<file path="src/rtl/led_pkg.sv">
// Shared LED pattern definitions: mode encoding, bounce direction values and
// the per-mode starting pattern.
package led_pkg;

    typedef enum logic [1:0] {
        ROT_L  = 2'd0,
        ROT_R  = 2'd1,
        BOUNCE = 2'd2,
        FILL   = 2'd3
    } mode_t;

    localparam logic DIR_UP = 1'b0;
    localparam logic DIR_DN = 1'b1;

    localparam int MAX_LED = 32;

    // ROT_R starts at the MSB; every other mode starts at the LSB.
    function automatic logic [MAX_LED-1:0] init_pattern(mode_t m, int n_led);
        logic [MAX_LED-1:0] p;
        if (m == ROT_R) p = 32'd1 << (n_led - 1);
        else            p = 32'd1;
        return p;
    endfunction

endpackage

</file>
<file path="src/rtl/led_pattern_gen_tick_div.sv">
// Step-period divider: free-running up-counter that fires a tick and clears
// whenever it reaches or passes div_max while enabled.
module tick_div #(
    parameter int DIV_W = 24
) (
    input  logic             clk,
    input  logic             rst,
    input  logic             en,
    input  logic [DIV_W-1:0] div_max,
    output logic             tick
);

    logic [DIV_W-1:0] cnt;

    // ">=" so that shrinking div_max below cnt fires immediately, never wraps.
    assign tick = en && (cnt >= div_max);

    always_ff @(posedge clk) begin
        if (rst)       cnt <= '0;
        else if (tick) cnt <= '0;
        else if (en)   cnt <= cnt + 1'b1;
    end

endmodule

</file>
<file path="src/rtl/led_pattern_gen.sv">
// LED pattern generator: steps or reloads a registered LED pattern on each
// divider tick.
//   state (mode_q, dir_q) | meaning
//   ROT_L                 | one-hot rotating toward MSB
//   ROT_R                 | one-hot rotating toward LSB
//   BOUNCE, DIR_UP/DIR_DN | one-hot moving up / down, turning at the ends
//   FILL                  | thermometer fill from LSB, restart after all ones
module led_pattern_gen
    import led_pkg::*;
#(
    parameter int N_LED = 8,
    parameter int DIV_W = 24
) (
    input  logic             clk,
    input  logic             rst,
    input  logic             en,
    input  logic [1:0]       mode,
    input  logic [DIV_W-1:0] div_max,
    output logic [N_LED-1:0] led,
    output logic             step_tick
);

    localparam logic [N_LED-1:0] LSB_ONE = {{(N_LED-1){1'b0}}, 1'b1};

    logic             tick;
    mode_t            mode_in;
    mode_t            mode_q, mode_nxt;
    logic             dir_q, dir_nxt;
    logic [N_LED-1:0] led_q, led_nxt;
    logic [MAX_LED-1:0] init_new, init_cur;
    logic             legal;

    tick_div #(.DIV_W(DIV_W)) u_tick_div (
        .clk     (clk),
        .rst     (rst),
        .en      (en),
        .div_max (div_max),
        .tick    (tick)
    );

    assign mode_in  = mode_t'(mode);
    assign init_new = init_pattern(mode_in, N_LED);
    assign init_cur = init_pattern(mode_q, N_LED);

    // A corrupted pattern (zero, or wrong shape for the mode) is repaired at the next tick.
    always_comb begin
        legal = $onehot(led_q);
        if (mode_q == FILL)
            legal = (led_q != '0) && ((led_q & (led_q + LSB_ONE)) == '0);
    end

    always_comb begin
        led_nxt  = led_q;
        dir_nxt  = dir_q;
        mode_nxt = mode_q;
        if (tick) begin
            if (mode_in != mode_q) begin
                mode_nxt = mode_in;
                led_nxt  = init_new[N_LED-1:0];
                dir_nxt  = DIR_UP;
            end else if (!legal) begin
                led_nxt = init_cur[N_LED-1:0];
                dir_nxt = DIR_UP;
            end else begin
                case (mode_q)
                    ROT_L: led_nxt = {led_q[N_LED-2:0], led_q[N_LED-1]};
                    ROT_R: led_nxt = {led_q[0], led_q[N_LED-1:1]};
                    BOUNCE: begin
                        if (dir_q == DIR_UP) begin
                            if (led_q[N_LED-1]) begin
                                led_nxt = led_q >> 1;
                                dir_nxt = DIR_DN;
                            end else begin
                                led_nxt = led_q << 1;
                            end
                        end else begin
                            if (led_q[0]) begin
                                led_nxt = led_q << 1;
                                dir_nxt = DIR_UP;
                            end else begin
                                led_nxt = led_q >> 1;
                            end
                        end
                    end
                    FILL: begin
                        if (&led_q) led_nxt = LSB_ONE;
                        else        led_nxt = {led_q[N_LED-2:0], 1'b1};
                    end
                    default: led_nxt = LSB_ONE;
                endcase
            end
        end
    end

    always_ff @(posedge clk) begin
        if (rst) begin
            led_q     <= LSB_ONE;
            mode_q    <= ROT_L;
            dir_q     <= DIR_UP;
            step_tick <= 1'b0;
        end else begin
            led_q     <= led_nxt;
            mode_q    <= mode_nxt;
            dir_q     <= dir_nxt;
            step_tick <= tick;
        end
    end

    assign led = led_q;

endmodule

</file>
<file path="config.mk">
export PLATFORM = sky130hd
export DESIGN_NAME = led_pattern_gen
export DESIGN_NICKNAME = d
export VERILOG_FILES = /design/src/rtl/led_pkg.sv /design/src/rtl/led_pattern_gen_tick_div.sv /design/src/rtl/led_pattern_gen.sv
export SDC_FILE = /design/constraint.sdc
export NUM_CORES = 1
export LEC_CHECK = 0
export CAP_MARGIN = 20
export CORE_ASPECT_RATIO = 1.2
export CORE_MARGIN = 2
export CORE_UTILIZATION = 60
export CTS_BUF_LIST = sky130_fd_sc_hd__clkbuf_16
export CTS_CLUSTER_DIAMETER = 120
export DETAILED_ROUTE_END_ITERATION = 7
export PLACE_DENSITY = 0.86
export SYNTH_ARGS = -nofsm -noshare
export SYNTH_HDL_FRONTEND = slang
export SYNTH_SLANG_ARGS = --single-unit
</file>
<file path="constraint.sdc">
create_clock -name clk -period 8.9 [get_ports clk]
set_clock_uncertainty 0.15 [all_clocks]
set_input_delay 1.335 -clock clk [delete_from_list [all_inputs] [get_ports clk]]
set_output_delay 1.335 -clock clk [all_outputs]
set_load 0.1 [all_outputs]
</file>
==> metrics.cfg <==
[clocking]
cts_root_buf=clkbuf_16
path_clk_slew_ns=0.05
max-clock-path-buffers=2
clk_latency_ns=0.28
hold_buffers=0
htree_levels=2
numClockSinks=36
cts_tree=built
post_cts_buffers=0
cts-resized-gates=0
cts_inserted_buffers=5

[critical_path]
cpMaxStageDelayCell=fa_1
critPathMaxFanout=9
r2r-start=led[0]$_SDFFE_PP1P_
cp.arrival_ns=4.40
cp.required_ns=8.94
critPathMaxStageDelay_ns=0.58
end_kind=flip-flop
cp-start-kind=flip-flop
rr_endpoint=dir_q$_SDFFE_PP0P_
rr_worst_depth=14
r2r_slack_ns=4.54
worstSetupStartpoint=led[0]$_SDFFE_PP1P_
critPathKind=reg -> reg
critPathCapture=dir_q$_SDFFE_PP0P_
cpMostUsedCell=fa_1
crit_chain=inv_1 -> fa_1 -> fa_1 -> fa_1 -> inv_1 -> ha_1 -> inv_1 -> fa_1 -> a211oi_1 -> mux2i_1 -> nor2_1 -> o21ai_2 -> or3_1 -> o32ai_2

[placement]
pre_cts_ws_ns=4.58
place.gp.congestion=0.931
dpl.cell_count=440
hpwlAfterDp_um=4920
io_buffers=37

[sta]
tightest_slew_ns=0.973
slew_viol_final=0
hold_viol_final=0
rsz0062_at_grt=false
worst_slack_ns=4.54
slew_headroom_pct=34.9
tns_ns=0
layout_min_cycle_time_ns=4.36
period_share_pct=49.0
fmax_ghz=0.229
finalSetupViolations=0

[cells_and_area]
fin_cells=448
fin_nets=454
ff_latch_area_um2=721
n_fill_cell=359
drive_above_1_share_pct=5.64
syn2layout_area_growth_pct=18.0
n_antenna_cell=0
multi_input_area_um2=1950

[synth]
synth_area_um2=2890
synth.most_common_cell=inv_1
synth_fp_nets=420
synthTopCellsByCount=41 x inv_1, 36 x dfxtp_1, 32 x ha_1
async_flop_share_pct=0
synth_area_leader_cell=dfxtp_1
syn_avg_cell_area_um2=8.15
synthFlopType=dfxtp_1
synth_seq_area_share_pct=24.9
yosys_warnings=0
synth.area.top_cells=dfxtp_1 25%, ha_1 14%, inv_1 5.3%
synth_edf_count=0
synth_top_area_share_pct=24.9
synth_seq_cells=36
yosysUniqueCellTypes=57
syn_inst=355

[global_route]
grt_util_met3_pct=4.48
grt_pass1_vias=2561
grt.overflow.total=0
grt_use_met1_pct=27.7
antenna_found_initial=0
busiest_layer=met2
grt_pass1_wl_um=10900
grt_util_met2_pct=48.8
grt_usage_pct=26.0
grt_max_degree=47

[floorplan]
coreArea_um2=4630
die_y_um=80.1
rows=27
die-area_um2=5390
die_w_um=67.4
pin_count=38
start_util_pct=62.5

[run_status]
status=complete, no violations

[detailed_routing]
drc_errors=0
drt-initial-drc-count=84
vias=2612
route.detailed.wl_per_inst_um=14.4
drtAntennaViolNets=0
route.final.wire_length_um=6440
firstDrtPassIters=4
avgViaCountPerCell=5.83

[hold_path]
min_path_type=reg -> reg
hp-start=u_tick_div.cnt[0]$_SDFFE_PP0P_

[power_and_ir_drop]
power_leakage_nw=1.43
vdd_ir_drop_max_v=0.0000637
power_density_nw_per_um2=105

[job]
max-cap-violations=0

stage by stage:
| stage | hold WS (ns) | util, % | total power, mW | instance area (µm²) |
|---|---|---|---|---|
| finish | 0.385 | 73.8 | 0.360 | 3410 |
| global route | 0.405 | 73.8 | 0.372 | 3410 |
| CTS | 0.379 | 73.8 | 0.363 | 3410 |
| detailed placement | 0.371 | 70.8 | 0.200 | 3280 |
| global placement | 0.356 | 70.8 | 0.199 | 3280 |
| floorplan | 0.337 | - | 0.183 | 2890 |
worst max-delay path: cells and delay by family, from the launching register on:
family | cells | cell delay [ns]
compound gates | 3 | 0.50
buf+inv | 3 | 0.35
flops | 1 | 0.54
mux | 1 | 0.11
simple gates | 2 | 0.61
fa+ha+maj | 5 | 2.01
state kept, by name, summed over array words and instances, names as in the netlist:
signal	count
u_tick_div.cnt	24
step_tick	1
led	8
dir_q	1
mode_q	2
how the worst min path moves through the flow:
| stage | to | slack [ns] | depth (start not counted) |
|---|---|---|---|
| 2_1_floorplan | u_tick_div.cnt[1]$_SDFFE_PP0P_ | 0.34 | 2 |
| 3_3_place_gp | u_tick_div.cnt[0]$_SDFFE_PP0P_ | 0.36 | 2 |
| 3_5_place_dp | u_tick_div.cnt[1]$_SDFFE_PP0P_ | 0.37 | 2 |
| 4_1_cts | u_tick_div.cnt[1]$_SDFFE_PP0P_ | 0.38 | 2 |
| 5_1_grt | u_tick_div.cnt[0]$_SDFFE_PP0P_ | 0.40 | 2 |
| 6_report | u_tick_div.cnt[0]$_SDFFE_PP0P_ | 0.39 | 2 |
routing by layer:
metal | vias to the layer above | part of all wire [%]
met1 | 1207 | 42
met2 | 71 | 52
met3 | 22 | 3.2
met4 | 0 | 2.8
li1 | 1312 | -
met5 | - | 0
logic make-up (layout without fill, tap and decap cells):
logic type,after synthesis,after routing,share of synthesized area (%)
AO/OA/AOI/OAI,66,66,16.4
XOR/XNOR,21,21,6.36
adder cells (fa/ha/maj),36,36,16.6
buffers and inverters,52,87,7.57
flip-flops,36,36,24.9
multiplexers,11,11,4.24
AND/OR/NAND/NOR,133,133,24.0
layout make-up:
| class | instances | share of cell area [%] |
|---|---|---|
| clock buffers | 5 | 3.66 |
| clock inverters | 3 | 0.330 |
| inverters | 41 | 4.51 |
| multi-input cells | 267 | 57.2 |
| flip-flops and latches | 36 | 21.1 |
| well taps | 58 | 2.13 |
| repair buffers | 38 | 11.1 |
cells in the final DEF (no fill, tap or decap), types with 3 or more instances in the layout:
master           count
nand3_1             12
inv_1               43
fa_1                 4
xnor2_1              9
nand4_1              5
xor2_1              12
nand2b_1            11
dfxtp_1             36
mux2i_1              7
nor2_1              19
a22oi_1              4
clkdlybuf4s50_1     37
nor2b_1              5
and4_1               4
and3_1               6
nand2_1             31
o21ai_0             11
o311ai_0             3
nor3_1              29
clkbuf_16            5
o211ai_1             4
a21oi_1             20
ha_1                32
report_power, final:
group	leakage (nW)	switching (mW)	total (mW)	internal, mW
Combinational	1.06	0.0153	0.0338	0.0184
Clock	0.0738	0.0626	0.163	0.101
Sequential	0.290	0.00106	0.163	0.162
Power figures use the tool's default switching activity.
